$ cat src/rtl/iw_move_sequencer_if.sv
// iw_move_sequencer_if: instruction handshake and datapath control bundle for the move-wide sequencer
interface iw_move_sequencer_if #(parameter int DATA_WIDTH = 64);
  logic                  start;
  logic [31:0]           I;
  logic                  ready;
  logic                  busy;
  logic                  alu_en;
  logic                  alu_b_sel;
  logic [4:0]            alu_fs;
  logic [DATA_WIDTH-1:0] const_out;
  logic [4:0]            reg_sel_a;
  logic [4:0]            reg_wa;
  logic                  reg_write;
  logic                  done;
  logic                  illegal;
  modport master (output start, I, input ready, busy, alu_en, alu_b_sel, alu_fs, const_out, reg_sel_a, reg_wa, reg_write, done, illegal);
  modport slave (input start, I, output ready, busy, alu_en, alu_b_sel, alu_fs, const_out, reg_sel_a, reg_wa, reg_write, done, illegal);
endinterface

$ cat src/rtl/iw_move_sequencer.sv
// iw_move_sequencer: decodes MOVZ/MOVN/MOVK and sequences ALU, register file and constant path
module iw_move_sequencer #(
  parameter int         DATA_WIDTH = 64,
  parameter int         HW_SLOTS   = DATA_WIDTH / 16,
  parameter logic [4:0] FS_AND     = 5'b00000,
  parameter logic [4:0] FS_OR      = 5'b00100,
  parameter logic [4:0] FS_PASSB   = 5'b01100
) (
  input logic clock,
  input logic reset,
  iw_move_sequencer_if.slave bus
);
  localparam logic [8:0] OP_MOVZ = 9'h1A5;
  localparam logic [8:0] OP_MOVN = 9'h125;
  localparam logic [8:0] OP_MOVK = 9'h1E5;
  typedef enum logic [2:0] {IDLE, EXEC_Z, EXEC_N, MASK_K, MERGE_K, ERR} state_t;
  state_t state_q, state_d, dec_st;
  logic [22:0] instr_q, instr_d;
  logic [8:0] in_op;
  logic [1:0] in_hw;
  logic [4:0] rd;
  logic [5:0] shamt;
  logic [DATA_WIDTH-1:0] shifted, hw_mask;
  logic exec;
  assign in_op = bus.I[31:23];
  assign in_hw = bus.I[22:21];
  assign dec_st = int'(in_hw) >= HW_SLOTS ? ERR :
                  in_op == OP_MOVZ ? EXEC_Z :
                  in_op == OP_MOVN ? EXEC_N :
                  in_op == OP_MOVK ? MASK_K : ERR;
  always_comb begin
    state_d = state_q == IDLE ? (bus.start ? dec_st : IDLE) : state_q == MASK_K ? MERGE_K : IDLE;
    instr_d = (state_q == IDLE && bus.start) ? bus.I[22:0] : instr_q;
  end
  always_ff @(posedge clock or negedge reset)
    if (!reset) begin
      state_q <= IDLE;
      instr_q <= '0;
    end else begin
      state_q <= state_d;
      instr_q <= instr_d;
    end
  // Only the latched word feeds the outputs, so I/start never reach them combinationally
  assign rd      = instr_q[4:0];
  assign shamt   = {instr_q[22:21], 4'b0};
  assign shifted = {{(DATA_WIDTH-16){1'b0}}, instr_q[20:5]} << shamt;
  assign hw_mask = ~({{(DATA_WIDTH-16){1'b0}}, 16'hFFFF} << shamt);
  assign exec    = state_q inside {EXEC_Z, EXEC_N, MASK_K, MERGE_K};
  assign bus.ready     = state_q == IDLE;
  assign bus.busy      = state_q != IDLE;
  assign bus.alu_en    = exec;
  assign bus.alu_b_sel = exec;
  assign bus.alu_fs    = state_q == MASK_K ? FS_AND : state_q == MERGE_K ? FS_OR :
                         (state_q == EXEC_Z || state_q == EXEC_N) ? FS_PASSB : 5'd0;
  assign bus.const_out = state_q == EXEC_Z ? shifted : state_q == EXEC_N ? ~shifted :
                         state_q == MASK_K ? hw_mask : state_q == MERGE_K ? shifted : '0;
  assign bus.reg_sel_a = (state_q == MASK_K || state_q == MERGE_K) ? rd : 5'd0;
  assign bus.reg_wa    = exec ? rd : 5'd0;
  assign bus.reg_write = exec && rd != 5'd31;
  assign bus.done      = state_q inside {EXEC_Z, EXEC_N, MERGE_K};
  assign bus.illegal   = state_q == ERR;
endmodule

$ cat src/flat_wrapper.sv
// flat-port wrapper written by rule: the top's interface ports become plain ports
module iw_move_sequencer_flat 
#(
  parameter int         DATA_WIDTH = 64,
  parameter int         HW_SLOTS   = DATA_WIDTH / 16,
  parameter logic [4:0] FS_AND     = 5'b00000,
  parameter logic [4:0] FS_OR      = 5'b00100,
  parameter logic [4:0] FS_PASSB   = 5'b01100
)
  (clock, reset, bus_start, bus_I, bus_ready, bus_busy, bus_alu_en, bus_alu_b_sel, bus_alu_fs, bus_const_out, bus_reg_sel_a, bus_reg_wa, bus_reg_write, bus_done, bus_illegal);
  iw_move_sequencer_if #(.DATA_WIDTH(DATA_WIDTH)) bus_i ();
  input logic clock;
  input logic reset;
  input wire logic [$bits(bus_i.start)-1:0] bus_start;
  input wire logic [$bits(bus_i.I)-1:0] bus_I;
  output wire logic [$bits(bus_i.ready)-1:0] bus_ready;
  output wire logic [$bits(bus_i.busy)-1:0] bus_busy;
  output wire logic [$bits(bus_i.alu_en)-1:0] bus_alu_en;
  output wire logic [$bits(bus_i.alu_b_sel)-1:0] bus_alu_b_sel;
  output wire logic [$bits(bus_i.alu_fs)-1:0] bus_alu_fs;
  output wire logic [$bits(bus_i.const_out)-1:0] bus_const_out;
  output wire logic [$bits(bus_i.reg_sel_a)-1:0] bus_reg_sel_a;
  output wire logic [$bits(bus_i.reg_wa)-1:0] bus_reg_wa;
  output wire logic [$bits(bus_i.reg_write)-1:0] bus_reg_write;
  output wire logic [$bits(bus_i.done)-1:0] bus_done;
  output wire logic [$bits(bus_i.illegal)-1:0] bus_illegal;
  assign bus_i.start = bus_start;
  assign bus_i.I = bus_I;
  assign bus_ready = bus_i.ready;
  assign bus_busy = bus_i.busy;
  assign bus_alu_en = bus_i.alu_en;
  assign bus_alu_b_sel = bus_i.alu_b_sel;
  assign bus_alu_fs = bus_i.alu_fs;
  assign bus_const_out = bus_i.const_out;
  assign bus_reg_sel_a = bus_i.reg_sel_a;
  assign bus_reg_wa = bus_i.reg_wa;
  assign bus_reg_write = bus_i.reg_write;
  assign bus_done = bus_i.done;
  assign bus_illegal = bus_i.illegal;
  iw_move_sequencer #(.DATA_WIDTH(DATA_WIDTH), .HW_SLOTS(HW_SLOTS), .FS_AND(FS_AND), .FS_OR(FS_OR), .FS_PASSB(FS_PASSB)) u_core (.clock(clock), .reset(reset), .bus(bus_i));
endmodule
$ cat config.mk
export PLATFORM = sky130hd
export DESIGN_NAME = iw_move_sequencer_flat
export DESIGN_NICKNAME = d
export VERILOG_FILES = /design/src/rtl/iw_move_sequencer_if.sv /design/src/rtl/iw_move_sequencer.sv /design/src/flat_wrapper.sv
export SDC_FILE = /design/constraint.sdc
export NUM_CORES = 1
export LEC_CHECK = 0
export CORE_ASPECT_RATIO = 1.75
export CORE_MARGIN = 2
export CORE_UTILIZATION = 27
export CTS_BUF_LIST = sky130_fd_sc_hd__clkbuf_4
export CTS_CLUSTER_DIAMETER = 30
export DETAILED_ROUTE_END_ITERATION = 12
export SKIP_CTS_REPAIR_TIMING = 1
export SLEW_MARGIN = 20
export SYNTH_ARGS = -nofsm -noshare
export SYNTH_HDL_FRONTEND = slang
export SYNTH_SLANG_ARGS = --single-unit
$ cat constraint.sdc
create_clock -name clock -period 2.8 [get_ports clock]
set_clock_uncertainty 0.1 [all_clocks]
set_input_delay 0.56 -clock clock [delete_from_list [all_inputs] [get_ports clock]]
set_output_delay 0.56 -clock clock [all_outputs]
set_load 0.005 [all_outputs]
# --- Word-level counts from Yosys, hierarchy flattened ---
# Index checks and enable logic that the tools add are counted.
word_totals:
  word_cells: 38
  register_bits: 26
  out_inout_bits: 86
  input_bits: 35
op_classes:
  mux: 15
  shifts: 2
  eq_ne: 9
  bitwise: 2
  reduce_logical: 8
ops:
  columns: ["op", "count"]
  rows:
  - ["$mux W64", 4]
  - ["$not A64 Y64", 2]
  - ["$shl A16 B6 Y64", 1]
  - ["$shl A16 B6 Y64 const A", 1]
  - ["$eq A9 B9 Y1 const B", 3]
  - ["$mux W5", 4]
  - ["$mux W3", 6]
  - ["$eq A3 B2 Y1 const B", 2]
  - ["$eq A3 B3 Y1 const B", 2]
  - ["$reduce_bool A3 Y1", 2]
  - ["$ne A5 B5 Y1 const B", 1]
  - ["$mux W4", 1]
  - ["$reduce_bool A4 Y1", 1]
  - ["$eq A3 B1 Y1 const B", 1]
  - ["$logic_not A3 Y1", 1]
  - ["$logic_and A1 B1 Y1", 2]
  - ["$logic_or A1 B1 Y1", 2]

# --- Depth between registers and ports, before layout ---
logic_depth:
  depth_word: 6
  mapped_depth: 7
  ltp_nobuf: 4

# --- Least setup slack after synthesis ---
# Ideal clock, no wire load.
synth_timing:
  kind: "register -> output"
  from: "register u_core.instr_q[21]"
  to: "output bus_const_out[53]"
  slack_ps: 630
  stages_incl_launch_ff: 8
  arrival_ps: 1510
  required_ps: 2140
  path_buffers: 4
  path_cell_list: "dfrtp_1 buf_4 and2_1 buf_2 nor2b_1 buf_4 buf_6 a221o_1"
synth_via:
  elab_chain_cells: 5
synth_rtl:
  columns: ["element", "line_no", "text"]
  rows:
  - ["start, declared", "iw_move_sequencer.sv:18", "logic [22:0] instr_q, instr_d;"]
  - ["start signal, assigned", "iw_move_sequencer.sv:41", "instr_q <= instr_d;"]
  - ["$shl A16 B6 Y64, on equally long branches", "iw_move_sequencer.sv:46, iw_move_sequencer.sv:47", null]
  - ["$mux W64 or $not A64 Y64 (tied branches)", "iw_move_sequencer.sv:56, iw_move_sequencer.sv:47", null]
  - ["$mux W64", "iw_move_sequencer.sv:56", "state_q == MASK_K ? hw_mask : state_q == MERGE_K ? shifted : '0;"]
  - ["$mux W64", "iw_move_sequencer.sv:55", "assign bus.const_out = state_q == EXEC_Z ? shifted : state_q == EXEC_N ? ~shifted :"]
  - ["$mux W64 *", "iw_move_sequencer.sv:55", null]
  - ["end, declared", "flat_wrapper.sv:21", "output wire logic [$bits(bus_i.const_out)-1:0] bus_const_out;"]
# Mark *: on every way between the ends. The rest lies on a longest branch, timed or not.

# --- Worst setup path after layout ---
layout_timing:
  from: "register u_core.state_q[1]"
  to: "output bus_const_out[58]"
layout_via:
  elab_chain_cells: 5
layout_rtl:
  columns: ["element", "line_no", "text"]
  rows:
  - ["start, declared", "iw_move_sequencer.sv:17", "state_t state_q, state_d, dec_st;"]
  - ["start signal, assigned", "iw_move_sequencer.sv:40", "state_q <= state_d;"]
  - ["$eq A3 B3 Y1", "iw_move_sequencer.sv:56", null]
  - ["$mux W64 (2 in series)", "iw_move_sequencer.sv:56", null]
  - ["$mux W64", "iw_move_sequencer.sv:55", null]
  - ["$mux W64 *", "iw_move_sequencer.sv:55", null]
# Marked as above.

==> metrics.md <==
| Metric | Value |
|---|---|
| CTS tree | `done` |
| Grt total ovfl | `0` |
| Effective utilization at floorplan | `about 28%` |
| WL per Instance | `between 15 and 20 um` |
| CP arrival | `2.31 ns` |
| Vias in the first global route | `3042` |
| Clock slew at reported path FFs | `0.13 ns` |
| Status | `finished, violations left` |
| Clock latency on the worst-skew pair | `0.33 ns` |
| Post-layout nets | `506` |
| Yosys top cell area share | `22.6%` |
| IO Port Bufs | `117` |
| Residual DRC | `0` |
| Total GRT Usage | `17.6%` |
| Antenna-violating nets left | `0` |
| Post-synthesis cell area | `2870 sq um` |
| Core Region | `10300 sq um` |
| Vias per std cell | `5.54` |
| Largest cells by area after synthesis | `dfrtp_1, a221o_1, o21ai_0` |
| Cell count after synthesis | `367` |
| Slew Limit Fails | `0` |
| Pre-CTS WS | `0.147 ns` |
| Area grow syn2layout | `56.7%` |
| Initial antenna violation count | `0` |
| Total CTS buffers | `3` |
| Failing checks | `negative setup slack` |
| Fin. Hold Viols | `0` |
| I/O pin count | `121` |
| Die Y | `140 um` |
| Share of cells above drive strength 1 | `17.0%` |
| Worst Setup Slack, final | `-0.168 ns` |
| Final setup fails | `21` |
| Via count | `3305` |
| Largest net degree at the start of global routing | `between 70 and 80` |
| Tmin final | `around 3.0 ns` |
| Die width | `a little over 80 um` |
| Hpwl dp | `7790 um` |
| PwrDens | `about 410 nW/um^2` |
| CP Launch Type | `flop` |
| Warnings from Yosys | `0` |
| Crit. End Element | `primary output` |
| Std-Cell Rows | `49` |
| Tcrit/Tclk final | `106%` |
| CTS root buffer | `clkbuf_4` |
| Sequential area share after synthesis | `between 20% and 30%` |
| Max-cap viol count | `0` |
| Clock buffer depth | `2` |
| Initial DRT Pass Iterations | `5` |
| GP Congestion | `0.875` |
| CP max FO | `6` |
| Fmax | `337 MHz` |
| H-tree levels | `1` |
| Crit Path Class | `flop to primary output` |
| Peak VDD IR | `0.266 mV` |
| Critical Path RT | `2.14 ns` |
| Drt total wl | `between 10000 and 15000 um` |
| Fin area | `4500 sq um` |
| RSZ-0062 raised after global routing | `yes` |
| Synthesized flop and latch total | `26` |
| Avg Inst Size Synth | `7.83 sq um` |
| Die footprint | `~12000 sq um` |
| Placed Area | `just over 4000 sq um` |
| LEAKAGE | `about 2.5 nW` |
| ANT cells | `0` |
| Worst-Margin Slew | `about 0.76 ns` |
| Initial DRC Count | `345` |
| Cell taking the most area after synthesis | `dfrtp_1` |
| Number of clock sinks | `26` |
| First-pass GRT wire length | `15900 um` |
| Synth cell types | `35` |
| Worst Hold Class | `flop to flop` |
| Slew HR | `49.4%` |
## critical path, stage by stage, from the launching register on
cell,delay (ns)
dfrtp_1,0.44
or3b_4,0.45
nor2b_1,0.20
buf_4,0.18
a221o_1,0.20
clkdlybuf4s50_1,0.52
## per-layer routing
layer	wire, um	up-vias	global-route usage, %
met5	0	-	0
met2	5940	142	33.1
li1	-	1561	-
met4	335	0	6.67
met1	4150	1582	19.6
met3	550	20	1.48
## flip-flops by register name, indices dropped and copies added, names as in the netlist
register,count
u_core.instr_q,23
u_core.state_q,3
## per-stage QoR
step           hold WS (ns)  power, W  util [%]  cells  TNS [ns]
2_1_floorplan         0.164   0.00118         -    369         0
3_3_place_gp          0.434   0.00164      40.1    575         0
3_5_place_dp          0.445   0.00166      40.1    575         0
4_1_cts               0.482   0.00183      40.3    579    -12.61
5_1_grt               0.512   0.00201      43.7    597     -4.38
6_report              0.475   0.00187      43.7    597     -2.40
## layout by cell type (no fill, tap or decap), types with 2 or more instances in the layout
master           Yosys  final
clkbuf_4             0      3
dlymetal6s2s_1       0     51
o21a_1               2      2
nand2b_1            17     17
xnor2_1              2      2
nor2b_4              0      2
buf_6                4      9
dfrtp_2              0      3
mux2_2              22     22
nand4b_1             2      2
buf_12               0      4
nor2b_1              6      2
clkdlybuf4s50_1      0     66
conb_1               1      3
a221o_1             64     64
nor2_1              68     67
and2_1              11     11
buf_4               11     26
dfrtp_1             26     23
nand4bb_1            2      2
nor2b_2              0      2
o21ai_0             66     66
## final cells by class
class | count | area, sq um
flip-flops and latches | 26 | 654
well taps | 127 | 159
clock inverters | 1 | 3.75
inverters | 1 | 3.75
multi-input cells | 281 | 1950
repair buffers | 158 | 1710
fillers | 1033 | 5800
clock buffers | 3 | 22.5
## synth_stat cells (all sizes together)
| library cell | count |
|---|---|
| nor2 | 68 |
| o21ai | 66 |
| a221o | 64 |
| buf | 45 |
| dfrtp | 26 |
| mux2 | 23 |
| nand2b | 17 |
| clkbuf | 16 |
| and2 | 11 |
| nor2b | 6 |
| nand2 | 2 |
| nand4b | 2 |
| nand4bb | 2 |
| nor4b | 2 |
| o21a | 2 |
| xnor2 | 2 |
| a21boi | 1 |
| a21oi | 1 |
| a31oi | 1 |
| and3 | 1 |
| and3b | 1 |
| conb | 1 |
| inv | 1 |
| nand3 | 1 |
| nand3b | 1 |
| nor3 | 1 |
| or3 | 1 |
| or3b | 1 |
| or4b | 1 |
## final timing paths
kind,startpoint,endpoint,slack (ns),cells past startpoint
max,u_core.state_q[1],bus_const_out[58],-0.17,5
min reg2reg,u_core.instr_q[4],u_core.instr_q[4],0.48,1
min in group asynchronous,reset,u_core.instr_q[1],0.56,1
min,u_core.instr_q[4],u_core.instr_q[4],0.48,1
max in group asynchronous,reset,u_core.instr_q[21],1.40,2
max reg2reg,u_core.state_q[0],u_core.instr_q[16],0.91,5
## cells by family (layout without fill, tap and decap cells)
group,Yosys count,after routing,share of synthesized area (%)
AO/OA/AOI/OAI,135,135,35.0
other,1,3,0.131
XOR/XNOR,2,2,0.610
flip-flops,26,26,22.6
buffers and inverters,62,163,11.1
multiplexers,23,23,9.02
AND/OR/NAND/NOR,118,118,21.6
## power by group
group	leakage, nW	total, W	switching (W)	internal, W
Clock	0.0154	0.000159	0.000107	0.0000524
Combinational	2.19	0.00107	0.000493	0.000580
Sequential	0.305	0.000635	0.000177	0.000458
Power figures use the tool's default switching activity.
